### config.mk
export PLATFORM = sky130hd
export DESIGN_NAME = mem_arbiter
export DESIGN_NICKNAME = d
export VERILOG_FILES = /design/src/rtl/tiny_risc_pkg.sv /design/src/rtl/rr_arb2.sv /design/src/rtl/mem_arbiter.sv
export SDC_FILE = /design/constraint.sdc
export NUM_CORES = 1
export LEC_CHECK = 0
export ABC_AREA = 1
export ABC_CLOCK_PERIOD_IN_PS = 1500
export CAP_MARGIN = 40
export CORE_ASPECT_RATIO = 0.5
export CORE_MARGIN = 2
export CORE_UTILIZATION = 40
export DETAILED_ROUTE_END_ITERATION = 8
export PLACE_DENSITY = 0.72
export RECOVER_POWER = 25
export SLEW_MARGIN = 20
export SYNTH_ARGS = -nofsm -noshare
export SYNTH_HDL_FRONTEND = slang
export SYNTH_HIERARCHICAL = 1
export SYNTH_SLANG_ARGS = --single-unit
### constraint.sdc
create_clock -name clk -period 1.5 [get_ports clk]
set_input_delay 0.3 -clock clk [delete_from_list [all_inputs] [get_ports clk]]
set_output_delay 0.3 -clock clk [all_outputs]
set_load 0.05 [all_outputs]
### src/rtl/tiny_risc_pkg.sv
// Shared definitions for the tiny RISC memory subsystem: arbiter FSM states,
// default bus widths and the grant-owner encoding.
package tiny_risc_pkg;

    localparam int ADDR_W_DEF = 6;
    localparam int DATA_W_DEF = 8;

    typedef enum logic [1:0] {
        ST_IDLE   = 2'd0,
        ST_ACCESS = 2'd1,
        ST_DONE   = 2'd2
    } arb_state_t;

    typedef enum logic {
        GNT_CPU = 1'b0,
        GNT_LDR = 1'b1
    } grant_t;

endpackage

### src/rtl/rr_arb2.sv
// Two-requester round-robin grant: on a tie the port that did not win last
// time is chosen; a lone request always wins.
module rr_arb2
    import tiny_risc_pkg::*;
(
    input  logic   cpu_req,
    input  logic   ldr_req,
    input  grant_t last_grant,
    output logic   gnt_cpu,
    output logic   gnt_ldr,
    output grant_t winner
);

    always_comb begin
        gnt_cpu = cpu_req && (!ldr_req || (last_grant == GNT_LDR));
        gnt_ldr = ldr_req && !gnt_cpu;
        winner  = gnt_ldr ? GNT_LDR : GNT_CPU;
    end

endmodule

### src/rtl/mem_arbiter.sv
// Arbitrates a single-port memory between the CPU and the program loader,
// running one access at a time through IDLE -> ACCESS -> DONE.
module mem_arbiter
    import tiny_risc_pkg::*;
#(
    parameter int ADDR_W      = ADDR_W_DEF,
    parameter int DATA_W      = DATA_W_DEF,
    parameter int WAIT_CYCLES = 2
) (
    input  logic              clk,
    input  logic              reset,
    input  logic              cpu_req,
    input  logic              cpu_we,
    input  logic [ADDR_W-1:0] cpu_addr,
    input  logic [DATA_W-1:0] cpu_wdata,
    input  logic              ldr_req,
    input  logic              ldr_we,
    input  logic [ADDR_W-1:0] ldr_addr,
    input  logic [DATA_W-1:0] ldr_wdata,
    output logic              cpu_ack,
    output logic              ldr_ack,
    output logic [DATA_W-1:0] rdata,
    output logic              mem_rd,
    output logic              mem_wr,
    output logic [ADDR_W-1:0] mem_addr,
    output logic [DATA_W-1:0] mem_wdata,
    input  logic [DATA_W-1:0] mem_rdata,
    output logic              busy,
    output logic              gnt_cpu,
    output logic              gnt_ldr
);

    localparam logic [2:0] LAST_CNT = 3'(WAIT_CYCLES);

    arb_state_t        state;
    grant_t            last_grant;
    grant_t            cur_gnt;
    logic [2:0]        cnt;
    logic              lat_we;

    logic              arb_cpu;
    logic              arb_ldr;
    grant_t            arb_winner;
    logic              sel_we;
    logic [ADDR_W-1:0] sel_addr;
    logic [DATA_W-1:0] sel_wdata;

    rr_arb2 u_rr_arb2 (
        .cpu_req    (cpu_req),
        .ldr_req    (ldr_req),
        .last_grant (last_grant),
        .gnt_cpu    (arb_cpu),
        .gnt_ldr    (arb_ldr),
        .winner     (arb_winner)
    );

    always_comb begin
        sel_we    = arb_ldr ? ldr_we    : cpu_we;
        sel_addr  = arb_ldr ? ldr_addr  : cpu_addr;
        sel_wdata = arb_ldr ? ldr_wdata : cpu_wdata;
    end

    // mem_addr/mem_wdata double as the request latches, so later changes on
    // the requester's inputs cannot reach the access in progress.
    always_ff @(posedge clk) begin
        if (!reset) begin
            state      <= ST_IDLE;
            cnt        <= 3'd0;
            lat_we     <= 1'b0;
            cur_gnt    <= GNT_CPU;
            last_grant <= GNT_LDR;
            cpu_ack    <= 1'b0;
            ldr_ack    <= 1'b0;
            rdata      <= '0;
            mem_rd     <= 1'b0;
            mem_wr     <= 1'b0;
            mem_addr   <= '0;
            mem_wdata  <= '0;
            busy       <= 1'b0;
            gnt_cpu    <= 1'b0;
            gnt_ldr    <= 1'b0;
        end else begin
            cpu_ack <= 1'b0;
            ldr_ack <= 1'b0;
            case (state)
                ST_IDLE: begin
                    if (arb_cpu || arb_ldr) begin
                        state     <= ST_ACCESS;
                        cnt       <= 3'd0;
                        cur_gnt   <= arb_winner;
                        gnt_cpu   <= arb_cpu;
                        gnt_ldr   <= arb_ldr;
                        busy      <= 1'b1;
                        lat_we    <= sel_we;
                        mem_addr  <= sel_addr;
                        mem_wdata <= sel_wdata;
                        mem_rd    <= !sel_we;
                        mem_wr    <= sel_we;
                    end
                end
                ST_ACCESS: begin
                    cnt <= cnt + 3'd1;
                    if (cnt == LAST_CNT) begin
                        state   <= ST_DONE;
                        mem_rd  <= 1'b0;
                        mem_wr  <= 1'b0;
                        cpu_ack <= (cur_gnt == GNT_CPU);
                        ldr_ack <= (cur_gnt == GNT_LDR);
                        if (!lat_we) begin
                            rdata <= mem_rdata;
                        end
                    end
                end
                ST_DONE: begin
                    state      <= ST_IDLE;
                    cnt        <= 3'd0;
                    last_grant <= cur_gnt;
                    busy       <= 1'b0;
                    gnt_cpu    <= 1'b0;
                    gnt_ldr    <= 1'b0;
                end
                default: begin
                    state <= ST_IDLE;
                end
            endcase
        end
    end

endmodule
==> results of run 1 <==
metal layers:
layer  vias up  track usage, %
li1        908               -
met1       762            21.0
met2        46            35.5
met3         7            4.95
met4         0            8.45
met5         -               0
state kept, by name (all words and copies together), names as in the netlist, 2 cells and up:
name       count
rdata          8
mem_addr       6
cnt            3
state          2
mem_wdata      8
cell type report:
cell class,count,share of cell area (%)
clock buffers,7,3.45
repair buffers,82,34.9
flip-flops and latches,37,26.5
well taps,54,2.42
inverters,22,2.96
clock inverters,1,0.179
multi-input cells,175,29.5
worst min-delay path, delay by kind of cell, from the launching register on:
kind	cells	cell delay (ns)
simple gates	1	0.06
compound gates	1	0.05
flops	1	0.31
cells in the mapped netlist (3+ instances only):
library cell / number / share of area (%)
nand2_1: 95 / 21
dfxtp_1: 37 / 43
nor2_1: 24 / 5.3
a21oi_1: 23 / 6.7
inv_1: 19 / 4.2
nand3_1: 13 / 3.8
buf_6: 4 / 2.6
inv_2: 3 / 0.66
cell families (layout without fill, tap and decap cells):
| family | count (synthesis) | after routing |
|---|---|---|
| AO/OA/AOI/OAI | 29 | 29 |
| adder cells (fa/ha/maj) | 2 | 2 |
| buffers and inverters | 32 | 112 |
| flip-flops | 37 | 37 |
| AND/OR/NAND/NOR | 144 | 144 |
worst paths after layout:
| path | to | startpoint | slack [ns] |
|---|---|---|---|
| setup / recovery | mem_rd | mem_rd | 0.14 |
| hold / removal | mem_addr[4] | mem_addr[4] | 0.46 |
| setup reg to reg | gnt_cpu | last_grant | 0.17 |
| hold reg to reg | mem_addr[4] | mem_addr[4] | 0.46 |
power breakdown:
part | leakage (nW) | internal [mW] | switching [mW] | total (mW)
Combinational | 1.13 | 0.319 | 0.375 | 0.694
Clock | 0.0542 | 0.415 | 0.351 | 0.766
Sequential | 0.303 | 1.04 | 0.0478 | 1.09
what timing repair did:
| action | 4_1_cts | 5_1_grt |
|---|---|---|
| setup endpoints to repair | 0 | 23 |
| resized for setup | 0 | 4 |
| setup buffers | 0 | 0 |
==> flow_metrics.tcl, run 1 <==
set metrics [dict create \
    run_status "finished, final reports clean" \
    initial_utilization_pct 42.7 \
    drc 0 \
    hold_ws_ns 0.461 \
    clockBufferDepth 2 \
    worst_slew_pin_slew_ns 0.523 \
    crit_family "buffers and inverters" \
    maxCapViolations 0 \
    synth-compound-area-share_pct 9.22 \
    fillers 342 \
    cp_num_buf_inv 1 \
    slew_viol_final 0 \
    ff2ff_path_depth 8 \
    placed_cell_area_mm2 0.00279 \
    yosysSeqAreaShare_pct 43.3 \
    max_slew_margin_pct 65.1 \
    insertedDiodeCount 0 \
    synth_edf_count 0 \
    top_layer_used "met4" \
    muxShareOfSynthArea_pct 0 \
    hold_path_depth 2 \
    ys.warnings.count 6 \
    slowest_stage "dlymetal6s2s_1" \
    synth_ff_type "dfxtp_1" \
    syn_avg_cell_area_um2 7.00 \
    core_mm2 0.00400 \
    gp_congestion 0.784 \
    ys_ff_latch 37 \
    dieArea_mm2 0.00484 \
    syn_to_final_growth_pct 63.3 \
    final_cell_mix "nand2_1 (95), clkdlybuf4s50_1 (39), dfxtp_1 (37)" \
    antenna_found_initial 0 \
    io_buffer_count 70 \
    layout_commonest_cell "nand2_1" \
    max_stage_delay_ns 0.43 \
    wl_met2_mm 2.18 \
    p_total_mw 2.55 \
    critPathLaunchType "flip-flop" \
    fin_cells 378 \
    antenna_left 0 \
    cts.root.buffer_cell "clkbuf_8" \
    grt_pass1_vias 1657 \
    max_freq_mhz 733 \
    grt_pass1_wl_mm 7.07 \
    setup_ws_ns 0.136 \
    hold_buffers 0 \
    synth_top_family_by_area "simple AND/OR/NAND/NOR gates" \
    num_rows 16 \
    hold_viol_final 0 \
    period_needed_ns 1.36 \
    vdd_drop_max_uv 663 \
    syn-num-nets 288 \
    layout-drive-gt1-share_pct 15.1 \
    die_w_um 96.4 \
    worstPathMaxFanout 2 \
    wl_mm 4.34 \
    htree_levels 2 \
    clk_latency_ns 0.29 \
    grt_usage_pct 19.3 \
    p_per_area_mw_per_mm2 913 \
    hold_path.class "reg2reg" \
    period_share_pct 91.0 \
    pre_cts_ws_ns -0.290 \
    crit_type "reg2out" \
    met3_length_um 260 \
    clk_pin_slew_worst_paths_ns 0.07 \
    fin_tns_setup_ns 0 \
    cts_buffers 5 \
    async_reset_ff_share_pct 0 \
    synthXorXnorAreaFrac_pct 0 \
    seq_area_um2 741 \
    multiInputGateArea_um2 825 \
    grt_max_degree 19 \
    arrival_ns 1.06 \
    ys_types 25 \
    tritoncts_num_sinks 37 \
    setup_violations 0 \
    rsz0062_at_grt "false" \
    wl_met1_mm 1.83 \
    synth-simple-area-share_pct 36.7 \
    firstDrtPassIters 4 \
    end_kind "primary output" \
    num-nets-final 367 \
    cp_cell_sequence "dlymetal6s2s_1" \
    ioPinCount 71 \
    vias 1723 \
    overflow 0 \
    cts_tree "built" \
    die_y_um 50.2 \
    postLayoutCoreUtil_pct 69.7 \
    syn-cell-area_mm2 0.00171 \
    wl_per_cell_um 11.5 \
    p_leak_nw 1.48 \
    postSynthCellCount 244 \
    post-dp-hpwl_mm 3.33 \
    drtIter0Drc 43 \
    vias_per_cell 4.56 \
    synth_fa_ha_area_share_pct 1.46 \
    fin_area_mm2 0.00279 \
    placed_cells 370 \
    cp.depth 1 \
    cp.required_ns 1.20 \
    final.setup_skew_ns 0.00743 \
]
Note: power is estimated with default switching activity, not from simulation.
==> run 2, diff against run 1 <==
DONT_BUFFER_PORTS = 1   (was default)
PLACE_DENSITY = 0.5   (was 0.72)
==> run 2 against run 1 <==
  * Largest power group unchanged
  * Setup slack better by 0.055 ns
  * Cell count shrank 20%
  * Design area fell by 32%
  * Highest routed layer unchanged
==> flow_metrics.tcl, run 2 (synthesis results as in run 1) <==
set metrics [dict create \
    end_kind "flip-flop" \
    syn_to_final_growth_pct 11.0 \
    num_rows 16 \
    overflow 0 \
    vdd_drop_max_uv 433 \
    hold_viol_final 0 \
    power.switching_mw 0.730 \
    grt_usage_pct 16.4 \
    final.setup_skew_ns 0.00222 \
    postLayoutCoreUtil_pct 47.4 \
    die_y_um 50.2 \
    layout-drive-gt1-share_pct 12.0 \
    cts_buffers 5 \
    post-cts-setup-buffers 0 \
    crit_type "reg2reg" \
    hold_ws_ns 0.128 \
    rsz0062_at_grt "false" \
    htree_levels 2 \
    run_status "finished, final reports clean" \
    worstPathMaxFanout 13 \
    period_share_pct 87.3 \
    post-dp-hpwl_mm 2.76 \
    clk_pin_slew_worst_paths_ns 0.07 \
    maxCapViolations 0 \
    max_freq_mhz 764 \
    slowest_stage "dfxtp_1" \
    vias_per_cell 4.75 \
    drtIter0Drc 36 \
    layout_commonest_cell "nand2_1" \
    tritoncts_num_sinks 37 \
    setup_ws_ns 0.191 \
    combPwrFrac_pct 12.7 \
    cts.root.buffer_cell "clkbuf_8" \
    setup_violations 0 \
    pre_cts_ws_ns 0.0597 \
    hold_path.class "in2reg" \
    crit_family "flip-flops" \
    ioPinCount 71 \
    die_w_um 96.4 \
    final_cell_mix "nand2_1 (95), dfxtp_1 (37), nor2_1 (24)" \
    core_mm2 0.00400 \
    antenna_found_initial 0 \
    firstDrtPassIters 6 \
    vias 1439 \
    antenna_left 0 \
    cp.required_ns 1.72 \
    num-nets-final 292 \
    grt_max_degree 22 \
    gp_congestion 0.777 \
    max_stage_delay_ns 0.40 \
    grt_pass1_wl_mm 5.99 \
    p_leak_nw 0.887 \
    cp_num_buf_inv 2 \
    seqPwrFrac_pct 53.8 \
    period_needed_ns 1.31 \
    clockBufferDepth 2 \
    power_frac_clock_pct 33.5 \
    io_buffer_count 0 \
    fin_tns_setup_ns 0 \
    max_slew_margin_pct 64.0 \
    p_int_mw 1.57 \
    initial_utilization_pct 42.7 \
    dieArea_mm2 0.00484 \
    drc 0 \
    critPathLaunchType "flip-flop" \
    worst_slew_pin_slew_ns 0.539 \
    wl_mm 3.78 \
    grt_pass1_vias 1312 \
    p_total_mw 2.30 \
    switching_share_pct 31.8 \
    wl_per_cell_um 12.5 \
    slew_viol_final 0 \
    insertedDiodeCount 0 \
    p_per_area_mw_per_mm2 1210 \
    clk_latency_ns 0.28 \
    reg_top3 "mem_wdata: 8 flops, rdata: 8 flops, mem_addr: 6 flops" \
    arrival_ns 1.53 \
    cp_cell_sequence "inv_1 -> a21oi_4 -> nor2_4 -> nor2_8 -> buf_12 -> nand2_1 -> a21oi_1" \
    hold_buffers 0 \
    cts_tree "built" \
]
-- run 2: cell types whose count changed in the layout (fill, tap and decap cells not counted), sizes merged --
cell,previous run,this run
clkdlybuf4s50,39,0
buf,25,6
dlymetal6s2s,16,0
clkbuf,9,8
-- run 2: stage by stage --
| step | area, µm² | cells |
|---|---|---|
| 6_report | 1900 | 303 |
| 5_1_grt | 1900 | 303 |
| 2_1_floorplan | 1710 | 244 |
| 4_1_cts | 1880 | 303 |
| 3_5_place_dp | 1780 | 295 |
| 3_3_place_gp | 1780 | 295 |
-- run 2: power groups by stage --
stage	Sequential, mW	Combinational (mW)	Clock (mW)
after floorplan	1.25	0.232	0
after global placement	1.26	0.286	0
after detailed placement	1.26	0.289	0
after CTS	1.24	0.291	0.802
after global routing	1.24	0.335	0.851
final	1.23	0.292	0.769
-- run 2: worst paths after layout --
kind                                    from           end  slack, ns  depth (start not counted)
worst min register to register  mem_wdata[5]  mem_wdata[5]       0.47                          2
worst max register to register    last_grant  mem_wdata[3]       0.19                          7
worst max-delay path              last_grant  mem_wdata[3]       0.19                          7
worst min-delay path                   reset      rdata[6]       0.13                          2
-- run 2: what timing repair did --
item / in CTS / in global routing
gates resized for setup: 0 / 3
hold endpoints to repair: 0 / 0
endpoints found under the setup margin: 0 / 20
-- run 2: metal layers --
layer	routed length, µm	global-route usage, %
met5	0	0
met4	18	4.23
met3	393	7.51
met2	1640	26.6
met1	1730	19.8
-- run 2: cell type report --
cell class,instances,area (µm²)
multi-input combinational,175,830
inverter,22,82.6
clock buffer,7,96.3
tap,54,67.6
fill,428,2110
sequential,37,741
clock inverter,1,5.00
timing repair buffer,7,75.1
